[src/rtl/mux_scan_capture.sv]
// Scans a 4:1 select stage one channel at a time and assembles the four y
// samples into a word. The word is held with out_valid until the consumer takes it.
module mux_scan_capture #(
  parameter int DWELL = 2
) (
  input  logic       clk,
  input  logic       reset,
  input  logic       start,
  input  logic       cont,
  input  logic       y,
  output logic       sel1,
  output logic       sel2,
  output logic [3:0] data_out,
  output logic       out_valid,
  input  logic       out_ready,
  output logic       busy
);
  localparam int CW = $clog2(DWELL + 1);

  typedef enum logic [1:0] {IDLE, SCAN, HOLD} state_t;

  state_t          state, state_nxt;
  logic [1:0]      ch;
  logic [CW-1:0]   cnt;
  logic            last;

  assign last = (cnt == CW'(DWELL - 1));

  always_comb begin
    state_nxt = state;
    case (state)
      IDLE: if (start)                       state_nxt = SCAN;
      SCAN: if (last && ch == 2'd3)          state_nxt = HOLD;
      HOLD: if (out_ready)                   state_nxt = cont ? SCAN : IDLE;
      default:                               state_nxt = IDLE;
    endcase
  end

  // ch doubles as the registered select, so sel only moves on a sampling edge;
  // it wraps to 0 after channel 3, which is the select value in HOLD and IDLE.
  always_ff @(posedge clk or posedge reset) begin
    if (reset) begin
      state    <= IDLE;
      ch       <= '0;
      cnt      <= '0;
      data_out <= '0;
    end else begin
      state <= state_nxt;
      case (state)
        SCAN: begin
          if (last) begin
            data_out[ch] <= y;
            cnt          <= '0;
            ch           <= ch + 2'd1;
          end else begin
            cnt <= cnt + CW'(1);
          end
        end
        default: begin
          ch  <= '0;
          cnt <= '0;
        end
      endcase
    end
  end

  assign {sel1, sel2} = ch;
  assign out_valid    = (state == HOLD);
  assign busy         = (state != IDLE);
endmodule

[config.mk]
export PLATFORM = sky130hd
export DESIGN_NAME = mux_scan_capture
export DESIGN_NICKNAME = d
export VERILOG_FILES = /design/src/rtl/mux_scan_capture.sv
export SDC_FILE = /design/constraint.sdc
export NUM_CORES = 1
export LEC_CHECK = 0
export BUFFER_PORTS_ARGS = -buffer_cell sky130_fd_sc_hd__buf_2
export CAP_MARGIN = 10
export CELL_PAD_IN_SITES_DETAIL_PLACEMENT = 0
export CELL_PAD_IN_SITES_GLOBAL_PLACEMENT = 1
export CORE_MARGIN = 1
export CORE_UTILIZATION = 29
export DETAILED_ROUTE_END_ITERATION = 10
export GPL_TIMING_DRIVEN = 0
export HOLD_SLACK_MARGIN = 0.05
export MAX_ROUTING_LAYER = met4
export PLACE_DENSITY_LB_ADDON = 0.1
export SKIP_CTS_REPAIR_TIMING = 1
export SLEW_MARGIN = 40
export SYNTH_ARGS = -nofsm -noshare
export SYNTH_HDL_FRONTEND = slang
export SYNTH_SLANG_ARGS = --single-unit
[constraint.sdc]
create_clock -name clk -period 1.5 [get_ports clk]
set_input_delay 0.225 -clock clk [delete_from_list [all_inputs] [get_ports clk]]
set_output_delay 0.225 -clock clk [all_outputs]
set_load 0.01 [all_outputs]
### Word level (Yosys, flattened, before mapping)

Cells that the tools add are included.

* mux-type cells: 12
* $add $sub $neg: 2
* reductions and logical operators: 6
* order comparisons: 2
* equal/unequal tests: 8

Operators with widths (count)
* 2-to-1 mux 2 bit: 7
* inequality test 2 bit, second input constant: 3
* case mux 2 bit (3 select lines): 1
* adder 2 x 1 -> 2 bit, second input constant: 2
* bitwise mux 4 bit: 1
* equality test 2 x 1 -> 1 bit, second input constant: 2
* equality test 2 bit, second input constant: 2
* less-than comparator 2 x 3 -> 1 bit, second input constant: 1
* AND reduction 3 bit: 1
* demux 1 bit (select 2 bit): 1
* greater-or-equal comparator 2 x 1 -> 1 bit, second input constant: 1
* logical AND 1 bit: 2
* logical NOT 2 bit: 1
* 2-to-1 mux 1 bit: 2
* inequality test 2 x 1 -> 1 bit, second input constant: 1
* AND reduction 2 bit: 1
* nonzero test 2 bit: 1

* flip-flop bits (word level): 10
* bits of input ports: 6
* logic and storage cells: 34
* output and inout bits: 8

### Logic depth before layout (Yosys ltp)

Gate-level depths: netlist of the first run.

* depth in word-level cells: 5
* mapped depth: 4
* gate-level depth less buffers: 4

### Least setup slack after synthesis of the first run

OpenSTA, ideal clock, no wires.

* path type: flip-flop to flip-flop
* start point: reg ch[0]
* end point: reg data_out[3]
* path buffers: 0
* stages on the path, launching flop included: 5
* data required time: 1.372 ns
* clock period less this slack: 1.284 ns
* arrival time: 1.157 ns
* slack: 0.216 ns
* library setup time: 0.128 ns
* path through: dfrtp_1 > ha_1 > nand3b_1 > nor2_1 > mux2_1

* longest elaborated chain between the ends: 5
* elaborated cells on any way between the ends: 6
* classes of those cells: order compare (2); mux (3); reduce/logical (1)

RTL lines
* from (decl): line 23 `logic [1:0] ch;`
* from (signal assigned): line 54 `ch <= ch + 2'd1;`
* less-than comparator 2 x 3 -> 1 bit (not written as such) / greater-or-equal comparator 2 x 1 -> 1 bit (equally long branches): line 52 `data_out[ch] <= y;`
* logical AND 1 bit (not written as such): line 52
* 2-to-1 mux 1 bit (not written as such): line 52
* demux 1 bit (select 2 bit) (*): line 52
* bitwise mux 4 bit (*): line 52
* to (signal, indexed assignment): line 52
* to (decl): line 13 `output logic [3:0] data_out,`

Mark *: on every way between the ends. The rest lies on a longest branch, timed or not.
A chain may end at the register's enable or synchronous reset.

### Worst setup path in the final report of the first run

* start point: reg state[0]
* end point: out busy

* longest elaborated chain between the ends: 1

RTL lines
* from (decl): line 22 `state_t state, state_nxt;`
* from (signal assigned): line 48 `state <= state_nxt;`
* nonzero test 2 bit: line 69 `assign busy = (state != IDLE);`
* to (decl): line 16 `output logic busy`

No other way between the ends.

==> flow_results.xml, run 1 <==
<?xml version="1.0" encoding="UTF-8"?>
<metrics>
  <group name="finish">
    <metric name="finish.instance_area" unit="um2">618</metric>
    <metric name="finalNetCount" unit="">72</metric>
    <metric name="final_layout_size_suffix_gt1_share" unit="%">29.5</metric>
    <metric name="finalCoreUtilization" unit="%">40.1</metric>
    <metric name="layout_overhead_on_the_synthesized_area" unit="%">27.0</metric>
    <metric name="n_antenna_cell" unit="">0</metric>
  </group>
  <group name="global_route">
    <metric name="number_of_global_route_vias_before_repair" unit="">336</metric>
    <metric name="maximum_number_of_pins_on_one_net_before_global_route_repair" unit="">11</metric>
    <metric name="antenna_found_initial" unit="">0</metric>
    <metric name="grt_pass1_wl" unit="um">1460</metric>
    <metric name="globalRoute.totalOverflow" unit="">0</metric>
    <metric name="groute.usage.overall" unit="%">11.9</metric>
  </group>
  <group name="synth">
    <metric name="synth-seq-cells" unit="">10</metric>
    <metric name="syn_area_per_cell" unit="um2">11.3</metric>
    <metric name="synth.cell_area" unit="um2">487</metric>
    <metric name="netlist_instances" unit="">43</metric>
    <metric name="synth_warnings" unit="">0</metric>
    <metric name="synthesis.nets" unit="">53</metric>
    <metric name="netlist-cell-type-count" unit="">17</metric>
    <metric name="yosysSeqAreaShare" unit="%">51.4</metric>
  </group>
  <group name="status">
    <metric name="outcome" unit="">finished, final reports clean</metric>
  </group>
  <group name="placed_design">
    <metric name="placed_area" unit="um2">572</metric>
    <metric name="finalWeightedCongestion" unit="">0.647</metric>
    <metric name="hpwl" unit="um">651</metric>
    <metric name="preCtsSetupSlack" unit="ps">154</metric>
    <metric name="port_buffers" unit="">13</metric>
  </group>
  <group name="die">
    <metric name="num_io_pins" unit="">14</metric>
    <metric name="std_cell_rows" unit="">14</metric>
    <metric name="initial_core_utilization" unit="%">31.6</metric>
    <metric name="design.core.area" unit="um2">1540</metric>
    <metric name="die-height" unit="um">43.0</metric>
    <metric name="die_area" unit="um2">1850</metric>
    <metric name="floorplan.die.width" unit="um">43.0</metric>
  </group>
  <group name="timing">
    <metric name="finClkSkew" unit="ps">7.11</metric>
    <metric name="slew_violations" unit="">0</metric>
    <metric name="tns" unit="ps">0</metric>
    <metric name="fin_crit_sh" unit="%">89.3</metric>
    <metric name="max_slew_margin" unit="%">75.0</metric>
    <metric name="period_needed" unit="ps">1340</metric>
    <metric name="setup_slack" unit="ps">161</metric>
    <metric name="grt_setup_unrepaired" unit="">no</metric>
    <metric name="finalSetupViolations" unit="">0</metric>
    <metric name="fin_worst_hold_slack" unit="ps">217</metric>
    <metric name="worst_pin_slew" unit="ps">375</metric>
    <metric name="hold_viol_final" unit="">0</metric>
    <metric name="max_freq" unit="MHz">747</metric>
  </group>
  <group name="pwr">
    <metric name="clock_power_share" unit="%">21.3</metric>
    <metric name="p_leak" unit="uW">0.000330</metric>
    <metric name="cellInternalPower" unit="uW">735</metric>
    <metric name="p_per_area" unit="nW/um2">1820</metric>
    <metric name="netSwitchingFraction" unit="%">34.7</metric>
    <metric name="vdd.ir_drop.worst" unit="V">0.000723</metric>
    <metric name="seq_power_share" unit="%">40.8</metric>
    <metric name="netSwitchingPower" unit="uW">391</metric>
    <metric name="comb_power_share" unit="%">37.9</metric>
  </group>
  <group name="detailed_routing">
    <metric name="detailedRoute.firstIterationViolations" unit="">2</metric>
    <metric name="ant_nets" unit="">0</metric>
    <metric name="avgRoutedWirePerCell" unit="um">10.7</metric>
    <metric name="postRouteWirelength" unit="um">827</metric>
    <metric name="vias" unit="">338</metric>
    <metric name="router_iterations_before_antenna_repair" unit="">2</metric>
    <metric name="routed_via_density" unit="">4.39</metric>
    <metric name="detail_route.drc_violations" unit="">0</metric>
  </group>
  <group name="job">
    <metric name="cap_viol_max_count" unit="">0</metric>
  </group>
  <group name="setup_path">
    <metric name="crit_type" unit="">flop to output port</metric>
    <metric name="data_required_time_of_the_critical_path" unit="ps">1270</metric>
    <metric name="maximum_fanout_encountered_on_the_critical_timing_path" unit="">5</metric>
    <metric name="critical_path.max_stage_delay" unit="ps">410</metric>
    <metric name="critPathSlowestCell" unit="">dfrtp_1</metric>
    <metric name="critical_path_data_arrival_time" unit="ps">1110</metric>
    <metric name="worstPathCellList" unit="">or2_2, buf_2</metric>
    <metric name="worst_setup_path_end_kind" unit="">output port</metric>
    <metric name="crit_path_start_kind" unit="">flop</metric>
  </group>
  <group name="clock_tree">
    <metric name="cts-htree-levels" unit="">1</metric>
    <metric name="clock-sinks" unit="">10</metric>
    <metric name="insertion_delay" unit="ps">270</metric>
    <metric name="cts_buffers" unit="">3</metric>
    <metric name="worst_setup_hold_path_clk_slew" unit="ps">70</metric>
    <metric name="cts_root_buffer" unit="">clkbuf_4</metric>
    <metric name="tritoncts" unit="">built</metric>
    <metric name="clock_buffer_depth" unit="">2</metric>
  </group>
  <group name="worst_hold_path">
    <metric name="hp-class" unit="">input port to flop</metric>
  </group>
</metrics>
## routing by layer
layer / wire [um] / up-vias / track usage, %
met3: 52 / 0 / 7.66
met1: 402 / 155 / 14.4
met5: 0 / - / -
met4: 0 / 0 / 5.45
met2: 372 / 9 / 15.5
li1: - / 174 / -
## synthesized netlist by cell type
cell / instances / area [um2]
nand2_1: 3 / 11.3
a21o_1: 1 / 7.51
o22ai_1: 1 / 6.26
xnor2_1: 1 / 8.76
ha_1: 4 / 50.1
mux2_1: 4 / 45.0
nand2b_1: 1 / 6.26
a31oi_1: 1 / 6.26
nor2b_1: 3 / 18.8
and2_1: 1 / 6.26
mux2i_1: 1 / 10.0
or2_2: 1 / 6.26
dfrtp_1: 10 / 250
nor2_1: 4 / 15.0
nand3b_1: 1 / 7.51
and4bb_1: 1 / 12.5
inv_1: 5 / 18.8
## power by group through the flow
| stage | combinational (uW) | sequential (uW) | clock (uW) |
|---|---|---|---|
| finish | 427 | 459 | 240 |
| global route | 494 | 479 | 268 |
| CTS | 435 | 463 | 249 |
| detailed placement | 434 | 469 | 0 |
| global placement | 431 | 470 | 0 |
| floorplan | 254 | 495 | 0 |
## stage by stage
step | power (uW) | instances
after floorplan | 749 | 43
after global placement | 900 | 72
after detailed placement | 903 | 72
after CTS | 1150 | 76
after global routing | 1240 | 77
final | 1130 | 77
## layout by cell type, fill, tap and decap left out, drive strengths merged, types with 3 or more instances in the layout
| cell type | synthesis | final |
|---|---|---|
| clkbuf | 0 | 4 |
| nor2b | 3 | 3 |
| buf | 0 | 13 |
| nor2 | 4 | 4 |
| inv | 5 | 5 |
| mux2 | 4 | 4 |
| dfrtp | 10 | 10 |
| ha | 4 | 4 |
| nand2 | 3 | 3 |
## cells by family (layout without fill, tap and decap cells)
family | after synthesis | in the layout | synth area share, %
and+or+nand+nor | 15 | 15 | 17.2
DFF | 10 | 10 | 51.4
muxes | 5 | 5 | 11.3
buffers and inverters | 5 | 23 | 3.86
adders and majority gates | 4 | 4 | 10.3
AOI/OAI and AO/OA | 3 | 3 | 4.12
xor gates and xnor gates | 1 | 1 | 1.80
## worst max-delay path: cells and delay by family (launching register included)
| family | cells | cell delay, ps |
|---|---|---|
| flops | 1 | 410 |
| simple gates | 1 | 300 |
| buf+inv | 1 | 140 |
## final cells by class
class,instances,area (um2)
inverters,5,18.8
repair buffers,14,75.1
clock buffers,4,36.3
well taps,16,20.0
multi-input cells,28,218
flip-flops and latches,10,250
fillers,172,923
## worst paths after layout
path,slack [ps],depth (start not counted),to,from
worst min register to register,480,1,data_out[3],data_out[3]
worst min-delay path,220,2,data_out[1],y
min in group asynchronous,460,3,data_out[0],reset
worst max-delay path,160,2,busy,state[0]
max in group asynchronous,760,3,ch[1],reset
worst max register to register,190,4,data_out[3],ch[0]
## registers in the layout, summed over array words and instances, names as in the netlist
| signal | count |
|---|---|
| cnt | 2 |
| state | 2 |
| ch | 2 |
| data_out | 4 |
(Power assumes the default switching activity.)
==> run 2: changes to the inputs <==
Settings changed: BUFFER_PORTS_ARGS -buffer_cell sky130_fd_sc_hd__buf_2 to not set, DONT_BUFFER_PORTS set to 1.
==> run 2 against run 1 <==
Net effect:
- wire length is 7.9% lower
- flip-flop and latch count did not move
- cell count shrank 18%
- fmax decreased by 1.1%
- critical path depth up 2
- sequential share of layout area increased by 6.2 points
- register-to-register slack worse by 40 ps
- clock-buffer cell count decreased by 1
- design area is 12% lower
- worst hold slack worse by 110 ps
- largest cell class unchanged
- highest routed layer unchanged
==> flow_results.xml, run 2 (same netlist as run 1, synthesis figures left out) <==
<?xml version="1.0" encoding="UTF-8"?>
<metrics>
  <group name="setup_path">
    <metric name="crit_type" unit="">flop to flop</metric>
    <metric name="maximum_fanout_encountered_on_the_critical_timing_path" unit="">5</metric>
    <metric name="r2r_setup_slack" unit="ps">150</metric>
    <metric name="crit_path_start_kind" unit="">flop</metric>
    <metric name="critical_path_data_arrival_time" unit="ps">1490</metric>
    <metric name="data_required_time_of_the_critical_path" unit="ps">1630</metric>
    <metric name="timing.reg2reg.worst_path_depth" unit="">4</metric>
    <metric name="destination_of_the_worst_register_to_register_timing_path" unit="">data_out[3]</metric>
    <metric name="r2r-start" unit="">ch[0]</metric>
    <metric name="worst_setup_path_end_kind" unit="">flop</metric>
  </group>
  <group name="finish">
    <metric name="register_bank_with_the_most_flops" unit="">data_out</metric>
    <metric name="fillerInstances" unit="">169</metric>
    <metric name="layout_overhead_on_the_synthesized_area" unit="%">11.3</metric>
    <metric name="multi_input_area" unit="um2">218</metric>
    <metric name="n_antenna_cell" unit="">0</metric>
    <metric name="layout_commonest_cell" unit="">dfrtp_1</metric>
    <metric name="area.sequential" unit="um2">253</metric>
    <metric name="final_layout_size_suffix_gt1_share" unit="%">12.8</metric>
    <metric name="finalNetCount" unit="">59</metric>
    <metric name="largest_register_ffs" unit="">4</metric>
    <metric name="final_cell_mix" unit="">dfrtp_1, inv_1, nor2_1, mux2_1, ha_1</metric>
  </group>
  <group name="clock_tree">
    <metric name="clock-sinks" unit="">10</metric>
    <metric name="worst_setup_hold_path_clk_slew" unit="ps">50</metric>
    <metric name="insertion_delay" unit="ps">250</metric>
    <metric name="clock_buffer_depth" unit="">2</metric>
    <metric name="cts_buffers" unit="">3</metric>
    <metric name="cts_root_buffer" unit="">clkbuf_4</metric>
    <metric name="cts-htree-levels" unit="">1</metric>
    <metric name="tritoncts" unit="">built</metric>
  </group>
  <group name="detailed_routing">
    <metric name="vias" unit="">313</metric>
    <metric name="detail_route.drc_violations" unit="">0</metric>
    <metric name="router_iterations_before_antenna_repair" unit="">2</metric>
    <metric name="routed_via_density" unit="">4.97</metric>
    <metric name="detailedRoute.firstIterationViolations" unit="">4</metric>
    <metric name="ant_nets" unit="">0</metric>
    <metric name="postRouteWirelength" unit="um">762</metric>
    <metric name="avgRoutedWirePerCell" unit="um">12.1</metric>
  </group>
  <group name="timing">
    <metric name="finClkSkew" unit="ps">0.458</metric>
    <metric name="tns" unit="ps">0</metric>
    <metric name="grt_setup_unrepaired" unit="">no</metric>
    <metric name="max_freq" unit="MHz">738</metric>
    <metric name="fin_crit_sh" unit="%">90.3</metric>
    <metric name="setup_slack" unit="ps">146</metric>
    <metric name="finalSetupViolations" unit="">0</metric>
    <metric name="worst_pin_slew" unit="ps">367</metric>
    <metric name="period_needed" unit="ps">1350</metric>
    <metric name="slew_violations" unit="">0</metric>
    <metric name="max_slew_margin" unit="%">75.5</metric>
    <metric name="hold_viol_final" unit="">0</metric>
  </group>
  <group name="placed_design">
    <metric name="hpwl" unit="um">621</metric>
    <metric name="preCtsSetupSlack" unit="ps">58.5</metric>
    <metric name="finalWeightedCongestion" unit="">0.715</metric>
    <metric name="port_buffers" unit="">0</metric>
  </group>
  <group name="global_route">
    <metric name="globalRoute.totalOverflow" unit="">0</metric>
    <metric name="antenna_found_initial" unit="">0</metric>
    <metric name="grt_pass1_wl" unit="um">1350</metric>
    <metric name="groute.usage.overall" unit="%">10.6</metric>
    <metric name="number_of_global_route_vias_before_repair" unit="">332</metric>
    <metric name="maximum_number_of_pins_on_one_net_before_global_route_repair" unit="">11</metric>
  </group>
  <group name="worst_hold_path">
    <metric name="worst_hold_end" unit="">data_out[0]</metric>
    <metric name="hp-class" unit="">input port to flop</metric>
    <metric name="worstHoldPathCells" unit="">1</metric>
    <metric name="min_from" unit="">y</metric>
  </group>
  <group name="die">
    <metric name="design.core.area" unit="um2">1540</metric>
    <metric name="floorplan.die.width" unit="um">43.0</metric>
    <metric name="num_io_pins" unit="">14</metric>
    <metric name="std_cell_rows" unit="">14</metric>
    <metric name="die_area" unit="um2">1850</metric>
    <metric name="die-height" unit="um">43.0</metric>
    <metric name="initial_core_utilization" unit="%">31.6</metric>
  </group>
  <group name="pwr">
    <metric name="vdd.ir_drop.worst" unit="V">0.000590</metric>
    <metric name="p_leak" unit="uW">0.000267</metric>
    <metric name="p_per_area" unit="nW/um2">1820</metric>
  </group>
  <group name="status">
    <metric name="outcome" unit="">finished, final reports clean</metric>
  </group>
  <group name="job">
    <metric name="cap_viol_max_count" unit="">0</metric>
  </group>
</metrics>
==> run 2: layout make-up <==
cell class	instances	area share, %
Clock buffer	3	4.16
Inverter	5	3.46
Multi-Input combinational cell	28	40.2
Sequential cell	10	46.7
Tap cell	16	3.70
Timing Repair Buffer	1	1.85
==> run 2: power by group <==
part           switching, uW  total [uW]  internal, uW
sequential               133         517           385
clock                   74.1         166          91.6
combinational            153         301           147
total                    360         984           624
==> run 2: per-layer routing <==
metal / part of all wire, % / vias up / global-route usage [%]
met3: 7.2 / 0 / 6.81
li1: - / 149 / -
met4: 0 / 0 / 1.82
met1: 43 / 155 / 10.3
met2: 49 / 9 / 17.9
met5: 0 / - / -
==> run 2: worst max path at each step <==
stage                             end   from  depth (start not counted)  slack [ps]
after floorplan           data_out[3]  ch[0]                          4         220
after global placement    data_out[3]  ch[0]                          4         100
after detailed placement  data_out[3]  ch[0]                          4          60
after CTS                 data_out[3]  ch[0]                          4          50
after global routing      data_out[3]  ch[0]                          4          20
final                     data_out[3]  ch[0]                          4         150
==> run 2: worst max-delay path, stage by stage (launching register included) <==
cell and delay (ps):
dfrtp_2 430, ha_1 180, nand3b_1 100, nor2_1 190
mux2_1 340
==> run 2: through the flow <==
step	utilization, %	instance area (um2)	instances	total power [uW]	hold WS, ps
floorplan	-	487	43	749	65.2
global placement	32.9	507	59	808	102
detailed placement	32.9	507	59	827	107
CTS	34.3	529	62	1000	-169
global route	35.1	542	63	1080	90.7
finish	35.1	542	63	984	102
